<file path="src/rtl/fetch_pkg.sv">
// fetch_pkg: shared widths, reset address, FSM state type and offset sign-extension
// for the instruction fetch sequencer.
package fetch_pkg;
    localparam int PC_W = 12;
    localparam int OFS_W = 9;
    typedef logic [PC_W-1:0] pc_t;
    localparam pc_t START_ADDR = '0;
    typedef enum logic [1:0] {IDLE, RUN, HALTED} fetch_state_t;
    function automatic pc_t sext_ofs(input logic [OFS_W-1:0] ofs);
        return {{(PC_W-OFS_W){ofs[OFS_W-1]}}, ofs};
    endfunction
endpackage

</file>
<file path="src/rtl/fetch_sequencer_pc_next_calc.sv">
// pc_next_calc: combinational next-PC selection while running
// (stall/halt hold, then jump, then relative branch, then sequential increment).
module pc_next_calc
    import fetch_pkg::*;
(
    input  pc_t              pc_i,
    input  logic             stall_i,
    input  logic             halt_i,
    input  logic             jump_en_i,
    input  pc_t              jump_target_i,
    input  logic             branch_taken_i,
    input  logic [OFS_W-1:0] branch_ofs_i,
    output pc_t              pc_next_o
);
    assign pc_next_o = (stall_i || halt_i) ? pc_i :
                       jump_en_i           ? jump_target_i :
                       branch_taken_i      ? pc_i + sext_ofs(branch_ofs_i) :
                                             pc_i + pc_t'(1);
endmodule

</file>
<file path="src/rtl/fetch_sequencer.sv">
// fetch_sequencer: program counter register and IDLE/RUN/HALTED control FSM
// driving the combinational instruction ROM address.
module fetch_sequencer
    import fetch_pkg::*;
(
    input  logic             Clk,
    input  logic             Reset,
    input  logic             Start,
    input  logic             Stall,
    input  logic             HaltReq,
    input  logic             BranchTaken,
    input  logic [OFS_W-1:0] BranchOfs,
    input  logic             JumpEn,
    input  logic [PC_W-1:0]  JumpTarget,
    output logic [PC_W-1:0]  InstAddress,
    output logic             FetchValid,
    output logic             Busy,
    output logic             Done
);
    fetch_state_t state_q, state_d;
    pc_t          pc_q, pc_d, pc_run;

    pc_next_calc u_pc_next_calc (
        .pc_i           (pc_q),
        .stall_i        (Stall),
        .halt_i         (HaltReq),
        .jump_en_i      (JumpEn),
        .jump_target_i  (JumpTarget),
        .branch_taken_i (BranchTaken),
        .branch_ofs_i   (BranchOfs),
        .pc_next_o      (pc_run)
    );

    always_ff @(posedge Clk or posedge Reset) begin
        if (Reset) begin
            state_q <= IDLE;
            pc_q    <= START_ADDR;
        end else begin
            state_q <= state_d;
            pc_q    <= pc_d;
        end
    end

    // IDLE and HALTED behave identically: wait for Start, PC frozen.
    always_comb begin
        state_d = state_q;
        pc_d    = pc_q;
        case (state_q)
            RUN: begin
                pc_d    = pc_run;
                state_d = (!Stall && HaltReq) ? HALTED : RUN;
            end
            default: if (Start) begin
                state_d = RUN;
                pc_d    = START_ADDR;
            end
        endcase
    end

    assign InstAddress = pc_q;
    assign Busy        = (state_q == RUN);
    assign FetchValid  = (state_q == RUN);
    assign Done        = (state_q == HALTED);
endmodule
</file>
<file path="config.mk">
export PLATFORM = sky130hd
export DESIGN_NAME = fetch_sequencer
export DESIGN_NICKNAME = d
export VERILOG_FILES = /design/src/rtl/fetch_pkg.sv /design/src/rtl/fetch_sequencer_pc_next_calc.sv /design/src/rtl/fetch_sequencer.sv
export SDC_FILE = /design/constraint.sdc
export NUM_CORES = 1
export LEC_CHECK = 0
export CORE_ASPECT_RATIO = 1.75
export CORE_MARGIN = 3
export CORE_UTILIZATION = 30
export CTS_CLUSTER_SIZE = 28
export DETAILED_ROUTE_END_ITERATION = 6
export GPL_ROUTABILITY_DRIVEN = 0
export SYNTH_ARGS = -nofsm -noshare
export SYNTH_HDL_FRONTEND = slang
export SYNTH_HIERARCHICAL = 1
export SYNTH_SLANG_ARGS = --single-unit
</file>
<file path="constraint.sdc">
create_clock -name Clk -period 4 [get_ports Clk]
set_clock_uncertainty 0.05 [all_clocks]
set_input_delay 0.8 -clock Clk [delete_from_list [all_inputs] [get_ports Clk]]
set_output_delay 0.8 -clock Clk [all_outputs]
set_load 0.005 [all_outputs]
</file>
# After elaboration in Yosys (flattened, before gate mapping)
# Cells that the tools add are included.
totals:
  regBits: 14
  inputBits: 28
  output_inout_bits: 15
  wordCells: 20
classes:
  add_sub_neg: 2
  eq_ne: 3
  muxes: 8
  reduce_logical: 5
op_table:
  columns: ["op", "count"]
  rows:
  - ["$mux W12", 5]
  - ["$add A12 B1 Y12 const B", 1]
  - ["$add A12 B12 Y12", 1]
  - ["$mux W2", 3]
  - ["$eq A2 B1 Y1 const B", 1]
  - ["$eq A2 B2 Y1 const B", 1]
  - ["$ne A2 B2 Y1 const B", 1]
  - ["$reduce_and A2 Y1", 1]
  - ["$reduce_bool A2 Y1", 1]
  - ["$logic_and A1 B1 Y1", 1]
  - ["$logic_not A1 Y1", 1]
  - ["$logic_or A1 B1 Y1", 1]

# Longest topological paths before layout
logic_depth:
  word_depth: 5
  depth_mapped: 11
  ltp_nobuf: 11

# Cells and area by module
# Netlist, hierarchy kept.
by_module_without_submodules:
  columns: ["module", "n_inst", "cells_each", "area_per_inst_um2", "seq_area_each_um2"]
  rows:
  - ["pc_next_calc", 1, 118, 802.0, 0.0]
  - ["fetch_sequencer", 1, 50, 681.9, 350.3]

# Worst setup path before layout
# OpenSTA, ideal clock, no wires.
synth_path:
  kind: "input to register"
  startpoint: "in BranchOfs[0]"
  endpoint: "reg pc_q[10] (netlist: InstAddress[10])"
  setup_time_ns: 0.125
  arrival_ns: 2.630
  t_required_ns: 3.825
  path_slack_ns: 1.195
  cell_stages: 11
  path_buffers: 0
  cell_sequence: "nand2b_1 ha_1 inv_1 fa_1 and2b_1 o31a_1 nor2_1 o211ai_1 mux2i_1 nand3_1 mux2_4"
synth_via:
  elab_chain_len: 5
synth_lines:
  columns: ["element", "line", "source"]
  rows:
  - ["start, declared", "fetch_sequencer.sv:12", "input logic [OFS_W-1:0] BranchOfs,"]
  - ["$add A12 B12 Y12", "fetch_sequencer_pc_next_calc.sv:17", "branch_taken_i ? pc_i + sext_ofs(branch_ofs_i) :"]
  - ["$mux W12", "fetch_sequencer_pc_next_calc.sv:17", null]
  - ["$mux W12", "fetch_sequencer_pc_next_calc.sv:16", "jump_en_i ? jump_target_i :"]
  - ["$mux W12", "fetch_sequencer_pc_next_calc.sv:15", "assign pc_next_o = (stall_i || halt_i) ? pc_i :"]
  - ["net pc_run[10]", "fetch_sequencer.sv:21", "pc_t pc_q, pc_d, pc_run;"]
  - ["$mux W12", "fetch_sequencer.sv:48", "case (state_q)"]
  - ["end signal, assigned", "fetch_sequencer.sv:40", "pc_q <= pc_d;"]
  - ["end, declared", "fetch_sequencer.sv:21", null]
# The timed path passes the listed nets, and every way through them passes these cells. The select of a mux whose other input is x is not followed.
# A chain may end at the register's enable or synchronous reset.

# Worst setup path after layout
layout_path:
  startpoint: "in BranchTaken"
  endpoint: "reg pc_q[10] (netlist: InstAddress[10])"
layout_via:
  elab_chain_len: 4
layout_lines:
  columns: ["element", "line", "source"]
  rows:
  - ["start, declared", "fetch_sequencer.sv:11", "input logic BranchTaken,"]
  - ["$mux W12", "fetch_sequencer_pc_next_calc.sv:17", null]
  - ["$mux W12", "fetch_sequencer_pc_next_calc.sv:16", null]
  - ["$mux W12", "fetch_sequencer_pc_next_calc.sv:15", null]
  - ["net pc_run[10]", "fetch_sequencer.sv:21", null]
  - ["$mux W12", "fetch_sequencer.sv:48", null]
# The timed path passes the listed nets, and every way through them passes these cells. The select of a mux whose other input is x is not followed.

==> results.sh <==
export IMPL_synth_area_sq_um=1480
export IMPL_regToRegStartpoint="InstAddress[0]"
export IMPL_ys_ff_latch=14
export IMPL_utilization_pct=41.6
export IMPL_clk_path_buf_depth=2
export IMPL_cellPowerDensity_nw_per_um2=405
export IMPL_crit_fanout=9
export IMPL_die_h_um=99.0
export IMPL_avgRoutedWirePerCell_um=15.5
export IMPL_fmax_ghz=0.299
export IMPL_yosysMostFrequentCell="dfrtp_1"
export IMPL_clock_root_buffer="clkbuf_8"
export IMPL_worst_slack_ps=651
export IMPL_drive_gt1_share_pct=11.1
export IMPL_netlist_area_leader_share_pct=23.6
export IMPL_initialDrtViolationCount=19
export IMPL_grt_max_degree=24
export IMPL_cts_buffers=3
export IMPL_antenna_found_initial=0
export IMPL_cts_tree="yes"
export IMPL_place_area_sq_um=1920
export IMPL_port_buffers=42
export IMPL_finalCritPeriodShare_pct=83.7
export IMPL_grt_pass1_vias=1336
export IMPL_peakVddDrop_mv=0.182
export IMPL_remaining_drc_errors=0
export IMPL_ff2ff_path_depth=10
export IMPL_synthArstFlopShare_pct=100
export IMPL_ys_types=48
export IMPL_die_area_sq_um=5860
export IMPL_post_cts_buffers=0
export IMPL_syn_nets=208
export IMPL_num_rows=33
export IMPL_synth_top_area_cell="dfrtp_1"
export IMPL_arrival_ps=3430
export IMPL_max_slew_margin_rel_pct=39.1
export IMPL_core_region_area_sq_um=4750
export IMPL_dp_hpwl_um=3120
export IMPL_yosysWarnings=6
export IMPL_start_kind="input port"
export IMPL_p_leak_nw=0.873
export IMPL_min_to="state_q[0]"
export IMPL_cts_resized=0
export IMPL_end_kind="register"
export IMPL_max_stage_delay_ps=590
export IMPL_clk_pin_slew_ps=70
export IMPL_min_path_cells=1
export IMPL_gr_total_overflow=0
export IMPL_hold_violations=0
export IMPL_finalHoldWorstSlack_ps=494
export IMPL_grt_pass1_wl_um=6470
export IMPL_insertion_delay_ps=250
export IMPL_synth_area_leaders="dfrtp_1 24%, ha_1 9.3%, mux2_4 7.1%"
export IMPL_drtPass1Iterations=4
export IMPL_seq_area_frac_synth_pct=23.6
export IMPL_initial_core_util_pct=31.3
export IMPL_dp_slack_ps=351
export IMPL_hp_start="state_q[0]"
export IMPL_die_w_um=59.2
export IMPL_min_period_ps=3350
export IMPL_worst_pin_slew_ps=914
export IMPL_run_status="finished clean"
export IMPL_worst_ep_required_time_ps=4090
export IMPL_hold_class="reg2reg"
export IMPL_setup_tns_ps=0
export IMPL_worst_path_max_delay_cell="clkdlybuf4s50_1"
export IMPL_ant_nets=0
export IMPL_final_area_sq_um=1970
export IMPL_htreeDepth=1
export IMPL_wl_um=4020
export IMPL_synth_edf_count=0
export IMPL_syn2layout_area_growth_pct=33.0
export IMPL_grt_usage_pct=14.5
export IMPL_vias_per_cell=5.15
export IMPL_avgSynthCellArea_sq_um=8.83
export IMPL_setup_viol=0
export IMPL_critical_path_class="in2reg"
export IMPL_rsz0062_at_grt="no"
export IMPL_layout_nets=248
export IMPL_synth_main_ff_cell="dfrtp_1"
export IMPL_drv_slew=0
export IMPL_hold_buffers=0
export IMPL_diodes=0
export IMPL_ios=43
export IMPL_reg2reg_slack_ps=1520
export IMPL_path_cells="clkdlybuf4s50_1 > nand2b_1 > ha_1 > inv_1 > fa_1 > and2b_1 > o31a_1 > nor2_1 > o211ai_1 > mux2i_1 > nand3_1 > mux2_4"
export IMPL_max_cap_violations=0
export IMPL_cts_sinks=14
export IMPL_vias=1335
export IMPL_synthCells=168
export IMPL_synthTopCellsByCount="14 x dfrtp_1, 11 x ha_1, 10 x nand2_1"
export IMPL_r2r_end="InstAddress[10]"
-- sequential cells by signal (all words and copies together), names as in the netlist --
register / flops
state_q: 2
InstAddress: 12
-- stage by stage --
step / power [mW] / std cells
floorplan: 0.505 / 168
global placement: 0.658 / 255
detailed placement: 0.663 / 255
CTS: 0.806 / 259
global route: 0.856 / 259
finish: 0.799 / 259
-- critical path: cells and delay by family --
family	cells	cell delay [ps]
buffers and inverters	2	660
AOI/OAI and AO/OA	2	380
muxes	2	460
adders and majority gates	2	590
and+or+nand+nor	4	550
-- layout make-up --
type	count	area, sq um
Fill cell	503	2780
Multi-Input combinational cell	137	1040
Timing Repair Buffer	43	428
Sequential cell	14	350
Tap cell	52	65.1
Clock buffer	4	55.1
Inverter	9	33.8
-- how the worst max path moves through the flow --
| stage | startpoint | end | cells past startpoint |
|---|---|---|---|
| after CTS | BranchTaken | InstAddress[10] | 12 |
| final | BranchTaken | InstAddress[10] | 12 |
| after detailed placement | BranchTaken | InstAddress[10] | 12 |
| after floorplan | BranchOfs[0] | InstAddress[10] | 11 |
| after global placement | BranchTaken | InstAddress[10] | 12 |
| after global routing | BranchTaken | InstAddress[10] | 12 |
-- layout by cell type, fill, tap and decap left out, types with 7 or more instances in the layout --
master	n
mux2_4	7
and2_1	7
ha_1	11
a21oi_1	9
nand2_1	10
clkdlybuf4s50_1	42
and2b_1	7
o21ai_1	7
nor2_1	9
dfrtp_1	14
nor2b_1	7
inv_1	9
-- logic make-up after synthesis --
logic type	count (synthesis)	share of synthesized area, %
and+or+nand+nor	60	22.1
adders and majority gates	12	10.6
muxes	15	12.9
buffers and inverters	17	6.24
DFF	14	23.6
AOI/OAI and AO/OA	44	21.0
xor gates and xnor gates	6	3.54
-- per-layer routing --
| layer | global-route usage, % | part of all wire (%) | up-vias |
|---|---|---|---|
| met1 | 17.0 | 41 | 638 |
| met2 | 26.5 | 56 | 23 |
| met3 | 1.31 | 2.3 | 2 |
| met5 | 0 | 0 | - |
| li1 | - | - | 672 |
| met4 | 4.89 | 1.2 | 0 |
-- power breakdown --
| part | total, mW | switching [mW] | leakage (nW) | internal [mW] |
|---|---|---|---|---|
| Sequential | 0.223 | 0.0433 | 0.180 | 0.179 |
| Clock | 0.144 | 0.0571 | 0.0288 | 0.0872 |
| Combinational | 0.432 | 0.183 | 0.664 | 0.249 |
| Total | 0.799 | 0.284 | 0.873 | 0.515 |
Power figures use the tool's default switching activity.
